--- src/rtl/uart_loader_pkg.sv ---
// Shared opcodes, widths, FSM states and response payload for the UART boot loader.
package uart_loader_pkg;

    localparam int unsigned BYTE_W     = 8;
    localparam int unsigned WORD_W     = 32;
    localparam int unsigned RESP_CNT_W = 3;

    localparam logic [BYTE_W-1:0] OP_WRITE   = 8'hA5;
    localparam logic [BYTE_W-1:0] OP_READ    = 8'hC3;
    localparam logic [BYTE_W-1:0] OP_RELEASE = 8'h0F;

    typedef enum logic [3:0] {
        IDLE,
        ADDR,
        DATA,
        WRITE,
        READ,
        RWAIT,
        TXSEL,
        TXGO,
        TXGAP
    } state_e;

    // Pending response: bytes go out LSB first, left counts what remains
    typedef struct packed {
        logic [RESP_CNT_W-1:0] left;
        logic [WORD_W-1:0]     bytes;
    } resp_t;

endpackage

--- src/rtl/uart_loader_byte_packer.sv ---
// Little-endian 4-byte shift-in: first byte lands in bits [7:0] of the assembled word.
module byte_packer
    import uart_loader_pkg::*;
(
    input  logic              clk,
    input  logic              rst_n,
    input  logic              clr,
    input  logic              shift_en,
    input  logic [BYTE_W-1:0] byte_in,
    output logic [WORD_W-1:0] word_c,
    output logic [1:0]        cnt,
    output logic              done_c
);

    logic [WORD_W-BYTE_W-1:0] acc_q;

    always_ff @(posedge clk or negedge rst_n) begin
        if (!rst_n) begin
            acc_q <= '0;
            cnt   <= 2'd0;
        end else if (clr) begin
            acc_q <= '0;
            cnt   <= 2'd0;
        end else if (shift_en) begin
            acc_q <= {byte_in, acc_q[WORD_W-BYTE_W-1:BYTE_W]};
            cnt   <= cnt + 2'd1;
        end
    end

    // Word as it will look once the current byte is shifted in
    assign word_c = {byte_in, acc_q};
    assign done_c = shift_en && (cnt == 2'd3);

endmodule

--- src/rtl/uart_loader.sv ---
// UART command loader: host frames drive memory writes/reads and the CPU hold line.
module uart_loader
    import uart_loader_pkg::*;
#(
    parameter int unsigned       TIMEOUT_CYCLES = 100_000,
    parameter logic [BYTE_W-1:0] ACK_BYTE       = 8'h5A,
    parameter logic [BYTE_W-1:0] NAK_BYTE       = 8'hEE
) (
    input  logic              clk,
    input  logic              rst_n,
    input  logic              rx_valid,
    input  logic [BYTE_W-1:0] rx_data,
    input  logic              tx_busy,
    output logic              tx_en,
    output logic [BYTE_W-1:0] tx_data,
    output logic              mem_wen,
    output logic              mem_ren,
    output logic [WORD_W-1:0] mem_addr,
    output logic [WORD_W-1:0] mem_wdata,
    input  logic [WORD_W-1:0] mem_rdata,
    output logic              cpu_hold
);

    localparam int unsigned CNT_W = (TIMEOUT_CYCLES > 1) ? $clog2(TIMEOUT_CYCLES) : 1;
    localparam logic [CNT_W-1:0] TO_LAST = CNT_W'(TIMEOUT_CYCLES - 1);

    state_e            state_q, state_d;
    resp_t             resp_q, resp_d;
    logic [CNT_W-1:0]  idle_cnt_q, idle_cnt_d;
    logic              is_write_q, is_write_d;
    logic              hold_d, tx_en_d, mem_wen_d, mem_ren_d;
    logic [BYTE_W-1:0] tx_data_d;
    logic [WORD_W-1:0] mem_addr_d, mem_wdata_d;

    logic              pk_shift_c, pk_clr_c, pk_done_c;
    logic [WORD_W-1:0] pk_word_c;
    logic [1:0]        pk_cnt;

    byte_packer u_packer (
        .clk      (clk),
        .rst_n    (rst_n),
        .clr      (pk_clr_c),
        .shift_en (pk_shift_c),
        .byte_in  (rx_data),
        .word_c   (pk_word_c),
        .cnt      (pk_cnt),
        .done_c   (pk_done_c)
    );

    always_ff @(posedge clk or negedge rst_n) begin
        if (!rst_n) begin
            state_q    <= IDLE;
            resp_q     <= '0;
            idle_cnt_q <= '0;
            is_write_q <= 1'b0;
            cpu_hold   <= 1'b1;
            tx_en      <= 1'b0;
            tx_data    <= '0;
            mem_wen    <= 1'b0;
            mem_ren    <= 1'b0;
            mem_addr   <= '0;
            mem_wdata  <= '0;
        end else begin
            state_q    <= state_d;
            resp_q     <= resp_d;
            idle_cnt_q <= idle_cnt_d;
            is_write_q <= is_write_d;
            cpu_hold   <= hold_d;
            tx_en      <= tx_en_d;
            tx_data    <= tx_data_d;
            mem_wen    <= mem_wen_d;
            mem_ren    <= mem_ren_d;
            mem_addr   <= mem_addr_d;
            mem_wdata  <= mem_wdata_d;
        end
    end

    always_comb begin
        state_d     = state_q;
        resp_d      = resp_q;
        idle_cnt_d  = '0;
        is_write_d  = is_write_q;
        hold_d      = cpu_hold;
        tx_en_d     = 1'b0;
        tx_data_d   = tx_data;
        mem_wen_d   = 1'b0;
        mem_ren_d   = 1'b0;
        mem_addr_d  = mem_addr;
        mem_wdata_d = mem_wdata;
        pk_shift_c  = 1'b0;
        // Keep the packer aligned to a field boundary whenever a frame can start
        pk_clr_c    = (state_q == IDLE) && (pk_cnt != 2'd0);

        case (state_q)
            IDLE: begin
                if (rx_valid) begin
                    case (rx_data)
                        OP_WRITE: begin
                            is_write_d = 1'b1;
                            state_d    = ADDR;
                        end
                        OP_READ: begin
                            is_write_d = 1'b0;
                            state_d    = ADDR;
                        end
                        OP_RELEASE: begin
                            hold_d  = 1'b0;
                            resp_d  = '{left: RESP_CNT_W'(1), bytes: WORD_W'(ACK_BYTE)};
                            state_d = TXSEL;
                        end
                        default: begin
                            resp_d  = '{left: RESP_CNT_W'(1), bytes: WORD_W'(NAK_BYTE)};
                            state_d = TXSEL;
                        end
                    endcase
                end
            end
            ADDR, DATA: begin
                if (rx_valid) begin
                    pk_shift_c = 1'b1;
                    if (pk_done_c) begin
                        if (state_q == ADDR) begin
                            mem_addr_d = pk_word_c;
                            state_d    = is_write_q ? DATA : READ;
                            mem_ren_d  = !is_write_q;
                        end else begin
                            mem_wdata_d = pk_word_c;
                            mem_wen_d   = 1'b1;
                            state_d     = WRITE;
                        end
                    end
                end else if (idle_cnt_q == TO_LAST) begin
                    // Host went quiet mid-frame: drop the partial frame silently
                    pk_clr_c = 1'b1;
                    state_d  = IDLE;
                end else begin
                    idle_cnt_d = idle_cnt_q + CNT_W'(1);
                end
            end
            WRITE: begin
                resp_d  = '{left: RESP_CNT_W'(1), bytes: WORD_W'(ACK_BYTE)};
                state_d = TXSEL;
            end
            READ: begin
                state_d = RWAIT;
            end
            RWAIT: begin
                resp_d  = '{left: RESP_CNT_W'(4), bytes: mem_rdata};
                state_d = TXSEL;
            end
            TXSEL: begin
                if (!tx_busy) begin
                    tx_en_d   = 1'b1;
                    tx_data_d = resp_q.bytes[BYTE_W-1:0];
                    state_d   = TXGO;
                end
            end
            TXGO: begin
                resp_d.bytes = resp_q.bytes >> BYTE_W;
                resp_d.left  = resp_q.left - RESP_CNT_W'(1);
                state_d      = TXGAP;
            end
            TXGAP: begin
                // Transmitter may not raise busy until a cycle after tx_en
                state_d = (resp_q.left == '0) ? IDLE : TXSEL;
            end
            default: begin
                state_d = IDLE;
            end
        endcase
    end

endmodule

--- config.mk ---
export PLATFORM = sky130hd
export DESIGN_NAME = uart_loader
export DESIGN_NICKNAME = d
export VERILOG_FILES = /design/src/rtl/uart_loader_pkg.sv /design/src/rtl/uart_loader_byte_packer.sv /design/src/rtl/uart_loader.sv
export SDC_FILE = /design/constraint.sdc
export NUM_CORES = 1
export LEC_CHECK = 0
export CAP_MARGIN = 0
export CORE_ASPECT_RATIO = 0.75
export CORE_MARGIN = 5
export CORE_UTILIZATION = 32
export DETAILED_ROUTE_END_ITERATION = 6
export PLACE_DENSITY_LB_ADDON = 0.08
export RECOVER_POWER = 50
export SLEW_MARGIN = 20
export SYNTH_ARGS = -nofsm -noshare
export SYNTH_HDL_FRONTEND = slang
export SYNTH_HIERARCHICAL = 1
export SYNTH_SLANG_ARGS = --single-unit
--- constraint.sdc ---
create_clock -name clk -period 3.2 [get_ports clk]
set_input_delay 0.64 -clock clk [delete_from_list [all_inputs] [get_ports clk]]
set_output_delay 0.64 -clock clk [all_outputs]
set_load 0.01 [all_outputs]
# After elaboration in Yosys (flattened, before gate mapping)
# Cells that the tools add are included.
dict set report word_totals {
  latch_bits 0
  n_memories 0
  mem_bits_ro 0
  reg_bits 159
  ram_bits 0
  out_inout_bits 76
  in_bits 44
}
dict set report op_classes {
  mul 0
  n_addsub 3
  n_reduce_logical 19
  n_mux 36
  magnitude_cmp 0
  n_bitwise 2
  n_shift 0
  eq_ne 18
  div_mod_pow 0
}
# cell count
set op_table {}
lappend op_table {{35-bit case mux with 4 select lines} 1}
lappend op_table {{35-bit case mux with 2 select lines} 1}
lappend op_table {{17-bit 2-to-1 mux} 3}
lappend op_table {{24-bit 2-to-1 mux} 2}
lappend op_table {{35-bit 2-to-1 mux} 1}
lappend op_table {{4-bit case mux with 7 select lines} 1}
lappend op_table {{4-bit 2-to-1 mux} 5}
lappend op_table {{17-bit by 1-bit adder with 17-bit output, second input constant} 1}
lappend op_table {{17-bit equality test, second input constant} 1}
lappend op_table {{4-bit by 3-bit equality test with 1-bit output, second input constant} 4}
lappend op_table {{8-bit equality test, second input constant} 2}
lappend op_table {{1-bit 2-to-1 mux} 15}
lappend op_table {{3-bit 2-to-1 mux} 4}
lappend op_table {{4-bit AND reduction} 3}
lappend op_table {{3-bit AND reduction} 3}
lappend op_table {{4-bit by 2-bit equality test with 1-bit output, second input constant} 2}
lappend op_table {{8-bit by 4-bit equality test with 1-bit output, second input constant} 1}
lappend op_table {{2-bit inequality test, second input constant} 3}
lappend op_table {{3-bit inequality test, second input constant} 2}
lappend op_table {{2-bit nonzero test} 3}
lappend op_table {{2-bit OR reduction} 3}
lappend op_table {{4-bit by 1-bit equality test with 1-bit output, second input constant} 1}
lappend op_table {{4-bit equality test, second input constant} 1}
lappend op_table {{4-bit zero test} 1}
lappend op_table {{11 further kinds} 14}

# Longest topological paths before layout
dict set report depth {
  ltp_word 7
  mapped_depth 11
  ltp_nobuf 8
}

# Cells and area by module
# Netlist, hierarchy kept.
# mod n_inst area_per_inst_um2 cells_each seq_area_each_um2
set by_module_without_submodules {}
lappend by_module_without_submodules {uart_loader 1 5651.7 491 3329.4}
lappend by_module_without_submodules {byte_packer 1 1153.6 94 650.6}

# Least setup slack after synthesis
# OpenSTA, ideal clock, no wires.
dict set report synth_timing {
  path_kind {input to register}
  from {input port rx_valid}
  to {register state_q[0]}
  setup_time_ns 0.125
  cell_stages 10
  path_buffers 2
  arrival_time_ns 2.515
  path_slack_ns 0.560
  path_cell_list {or3b_4 > nor2_1 > buf_6 > buf_12 > and2_1 > nor2b_1 > a21oi_1 > a2bb2oi_1 > o311ai_4 > mux2_4}
}
dict set report synth_via {
  elab_chain_len 5
}
# element line
set synth_rtl {}
lappend synth_rtl {{from (decl)} uart_loader.sv:11} ;# input logic rx_valid,
lappend synth_rtl {{1-bit 2-to-1 mux} uart_loader.sv:119} ;# if (rx_valid) begin
lappend synth_rtl {{1-bit 2-to-1 mux} uart_loader.sv:94} ;# case (state_q)
lappend synth_rtl {{net pk_shift_c} uart_loader.sv:35} ;# logic pk_shift_c, pk_clr_c, pk_done_c;
lappend synth_rtl {{1-bit logical AND} uart_loader_byte_packer.sv:32} ;# assign done_c = shift_en && (cnt == 2'd3);
lappend synth_rtl {{net pk_done_c} uart_loader.sv:35}
lappend synth_rtl {{3-bit inequality test (no line)} -}
lappend synth_rtl {{4-bit AND reduction (no line)} -}
lappend synth_rtl {{to (signal assigned)} uart_loader.sv:64} ;# state_q <= state_d;
lappend synth_rtl {{to (decl)} uart_loader.sv:27} ;# state_e state_q, state_d;
# The timed path passes the listed nets, and every way through them passes these cells.
# A chain may end at the register's enable or synchronous reset.

# Worst setup path after layout
dict set report layout_timing {
  from {input port rx_valid}
  to {register state_q[0]}
}
dict set report layout_via {
  elab_chain_len 5
}
# element line
set layout_rtl {}
lappend layout_rtl {{1-bit 2-to-1 mux} uart_loader.sv:119}
lappend layout_rtl {{1-bit 2-to-1 mux} uart_loader.sv:94}
lappend layout_rtl {{1-bit logical AND} uart_loader_byte_packer.sv:32}
lappend layout_rtl {{3-bit inequality test (no line)} -}
lappend layout_rtl {{4-bit AND reduction (no line)} -}
# Parallel ways exist; a longest one is shown, timed or not.

==> metrics <==
CTS Root Cell=sky130_fd_sc_hd__clkbuf_16; number of violations of the max-capacitance limit=1; cell with the most instances after synthesis=sky130_fd_sc_hd__dfrtp_1; final instance area=0.00879 sq mm; unrepaired setup endpoints after global routing=no; final setup vio count=0; Leak Pwr=4.21 nW; residual overflow from global routing=0; vertical die dimension=136 um; cell area after synthesis=0.00681 sq mm; Reg2Reg Setup Slack=0.55 ns; min cycle time layout=2.71 ns; critical path start-end classification=input port to flip-flop; maximum fanout along the worst path=17; antenna violations before repair=0; Total Neg Setup Slack=0 ns; number of buffers inserted to repair setup after CTS=0; EDFF count, synth=0; input/output buffers=119; pin slew with the least headroom to its limit=1.57 ns; number of register bits inferred by synthesis=159; FILL cells=2012; vias in the first global route=4806; initial core utilization=32.4%; Net count, final=744; number of levels the H-tree was split into=4; Syn Nets=633; Layout Utilization=41.9%; iteration-0 DRC count of the detailed router=343; top cells by count, synth=158 x sky130_fd_sc_hd__dfrtp_1, 104 x sky130_fd_sc_hd__nand2_1, 45 x sky130_fd_sc_hd__nor2_1, 43 x sky130_fd_sc_hd__mux2_2, 26 x sky130_fd_sc_hd__mux2i_1; overall fraction of global-route tracks in use=14.5%; ant diodes=0; number of hold-repair buffers added at the cts stage=0; dominant cell type by area after synthesis=sky130_fd_sc_hd__dfrtp_1; synth unique cells=58; Rel. slew slack=-5.00%; worst supply voltage drop on vdd=404 uV; clock tree from TritonCTS=built; Tcrit/Tclk final=84.8%; clock latency reported for the late side of the worst-skew pair=0.43 ns; violated checks=capacitance limit, slew limit; Die Outline Area=0.0243 sq mm; standard cell core area=0.0210 sq mm; worst clock skew=0.0129 ns; type of the most critical hold path=flip-flop to flip-flop; top cells by area, synth=sky130_fd_sc_hd__dfrtp_1 58%, sky130_fd_sc_hd__mux2_2 7.1%, sky130_fd_sc_hd__nand2_1 5.7%, sky130_fd_sc_hd__mux2i_1 3.8%, sky130_fd_sc_hd__a222oi_1 2.5%; pre-CTS worst setup slack=0.242 ns; Post-Synthesis Mean Instance Area=11.6 sq um; quantity of gates resized following cts=0; placement-stage cell area=0.00824 sq mm; worst setup path start=rx_valid; Final Hold Fails=0; Yosys warnings=6; clock transition at the registers of the reported paths=0.06 ns; ratio of total power to cell area=785 mW/mm^2; number of top-level pins=120; dominant synthesized flop cell=sky130_fd_sc_hd__dfrtp_1; critical path required time=3.51 ns; cells after synthesis=585; fraction of layout cells with a size suffix above 1=14.1%; CP arrival=3.02 ns; R2R cell count=5; met2 layer usage reported by global route=20.1%; routed len/inst=16.9 um; via count normalized by instance count=4.79; via count=4773; Max Transition Viols Final=59; maximum number of pins on one net before global-route repair=60; CP endpoint kind=flip-flop; met1 usage=21.7%; Routed Wire Length=16.9 mm; Achievable Freq=368 MHz; count of unresolved DRC violations after routing=0; r2r endpoint=state_q[0]$_DFFE_PN0P_; Worst Setup EP=state_q[0]$_DFFE_PN0P_; area share of the largest cell type after synthesis=58.1%; routing layer with the top usage in global route=met1; count of nets left with antenna violations after detail routing=0; startpoint types=input port; maximum buffer depth of the clock tree=2; DR pass1 iterations=6; routability congestion estimate from global placement=0.744; die width=178 um; global-route wire length before repair=27.3 mm; row cnt=46; ys async rst share=100%; post-detailed-placement half-perimeter wirelength=11.5 mm; met3 track demand over resource in global routing=3.92%; number of clock sinks=159; Crit Reg-Reg Startpoint=state_q[0]$_DFFE_PN0P_; area growth from synthesis to layout=29.2%; run status=complete, but fails checks; Final WS setup=0.485 ns; share of synthesized area occupied by flip-flops and latches=58.5%; number of buffers created by CTS=17
[stage by stage]
stage          hold slack [ns]  total power, W  instances
2_1_floorplan            0.344         0.00424        585
3_3_place_gp             0.438         0.00491        965
3_5_place_dp             0.448         0.00497        965
4_1_cts                  0.196         0.00703        997
5_1_grt                  0.490         0.00734        997
6_report                 0.454         0.00691        997
[final cells by class]
cell class              count  area (sq um)  share of cell area, %
inverters                  26          97.6                   1.11
flip-flops and latches    159          3980                   45.3
well taps                 288           360                   4.10
repair buffers            132          1320                   15.0
clock inverters            14           148                   1.68
clock buffers              18           429                   4.88
multi-input cells         360          2460                   28.0
[sequential cells by signal, indices dropped and copies added (netlist names)]
register,cells
mem_wen,1
state_q,4
u_packer/acc_q,24
idle_cnt_q,17
mem_ren,1
resp_q,35
mem_wdata,32
is_write_q,1
tx_data,8
cpu_hold,1
tx_en,1
mem_addr,32
u_packer/cnt,2
[how the worst min path moves through the flow]
stage,depth (start not counted),start,end
final,1,idle_cnt_q[0]$_DFF_PN0_,idle_cnt_q[0]$_DFF_PN0_
after global routing,2,mem_wdata[16]$_DFFE_PN0P_,mem_wdata[16]$_DFFE_PN0P_
after CTS,1,rst_n,mem_wdata[13]$_DFFE_PN0P_
after detailed placement,1,idle_cnt_q[0]$_DFF_PN0_,idle_cnt_q[0]$_DFF_PN0_
after global placement,1,idle_cnt_q[0]$_DFF_PN0_,idle_cnt_q[0]$_DFF_PN0_
after floorplan,0,rst_n,idle_cnt_q[0]$_DFF_PN0_
[worst max-delay path, cell delays in order]
cell	delay, ns
sky130_fd_sc_hd__dlygate4sd3_1	0.56
sky130_fd_sc_hd__buf_4	0.17
sky130_fd_sc_hd__or4_1	0.56
sky130_fd_sc_hd__nand2b_1	0.53
sky130_fd_sc_hd__o311ai_4	0.23
sky130_fd_sc_hd__mux2_4	0.33
[per-layer routing]
metal  up-vias  part of all wire [%]  wire (um)
met4         0                   1.2        208
met1      2406                    51       8560
met2       123                    43       7200
li1       2231                     -          -
met3        13                   5.4        915
met5         -                     0          0
[logic make-up after synthesis]
family | Yosys count | synth area share [%]
buffers and inverters | 66 | 5.35
AOI/OAI and AO/OA | 65 | 7.98
muxes | 71 | 11.4
adders and majority gates | 4 | 0.735
DFF | 159 | 58.5
and+or+nand+nor | 205 | 14.1
xor gates and xnor gates | 15 | 1.93
[placed cells by master, fill, tap and decap left out, types with 3 or more instances in the layout]
| cell type | n |
|---|---|
| sky130_fd_sc_hd__dfrtp_1 | 158 |
| sky130_fd_sc_hd__nand2_1 | 104 |
| sky130_fd_sc_hd__clkdlybuf4s50_1 | 89 |
| sky130_fd_sc_hd__nor2_1 | 45 |
| sky130_fd_sc_hd__mux2_2 | 43 |
| sky130_fd_sc_hd__dlygate4sd3_1 | 29 |
| sky130_fd_sc_hd__inv_1 | 26 |
| sky130_fd_sc_hd__mux2i_1 | 26 |
| sky130_fd_sc_hd__a222oi_1 | 17 |
| sky130_fd_sc_hd__clkbuf_16 | 17 |
| sky130_fd_sc_hd__nand3_1 | 10 |
| sky130_fd_sc_hd__a21oi_1 | 10 |
| sky130_fd_sc_hd__xor2_1 | 9 |
| sky130_fd_sc_hd__a22oi_1 | 8 |
| sky130_fd_sc_hd__a22o_1 | 8 |
| sky130_fd_sc_hd__buf_4 | 8 |
| sky130_fd_sc_hd__nor2b_1 | 7 |
| sky130_fd_sc_hd__o21ai_0 | 6 |
| sky130_fd_sc_hd__xnor2_1 | 6 |
| sky130_fd_sc_hd__inv_6 | 5 |
| sky130_fd_sc_hd__and2_1 | 4 |
| sky130_fd_sc_hd__or3_1 | 4 |
| sky130_fd_sc_hd__ha_1 | 4 |
| sky130_fd_sc_hd__inv_8 | 4 |
| sky130_fd_sc_hd__and3_1 | 3 |
| sky130_fd_sc_hd__nand4_1 | 3 |
| sky130_fd_sc_hd__nor3b_1 | 3 |
| sky130_fd_sc_hd__a221o_1 | 3 |
| sky130_fd_sc_hd__clkbuf_2 | 3 |
| sky130_fd_sc_hd__buf_12 | 3 |
[where the power goes]
group	internal, W	total [W]	switching, W
sequential	0.00249	0.00293	0.000447
combinational	0.000975	0.00195	0.000978
clock	0.00110	0.00202	0.000914
(Power assumes the default switching activity.)
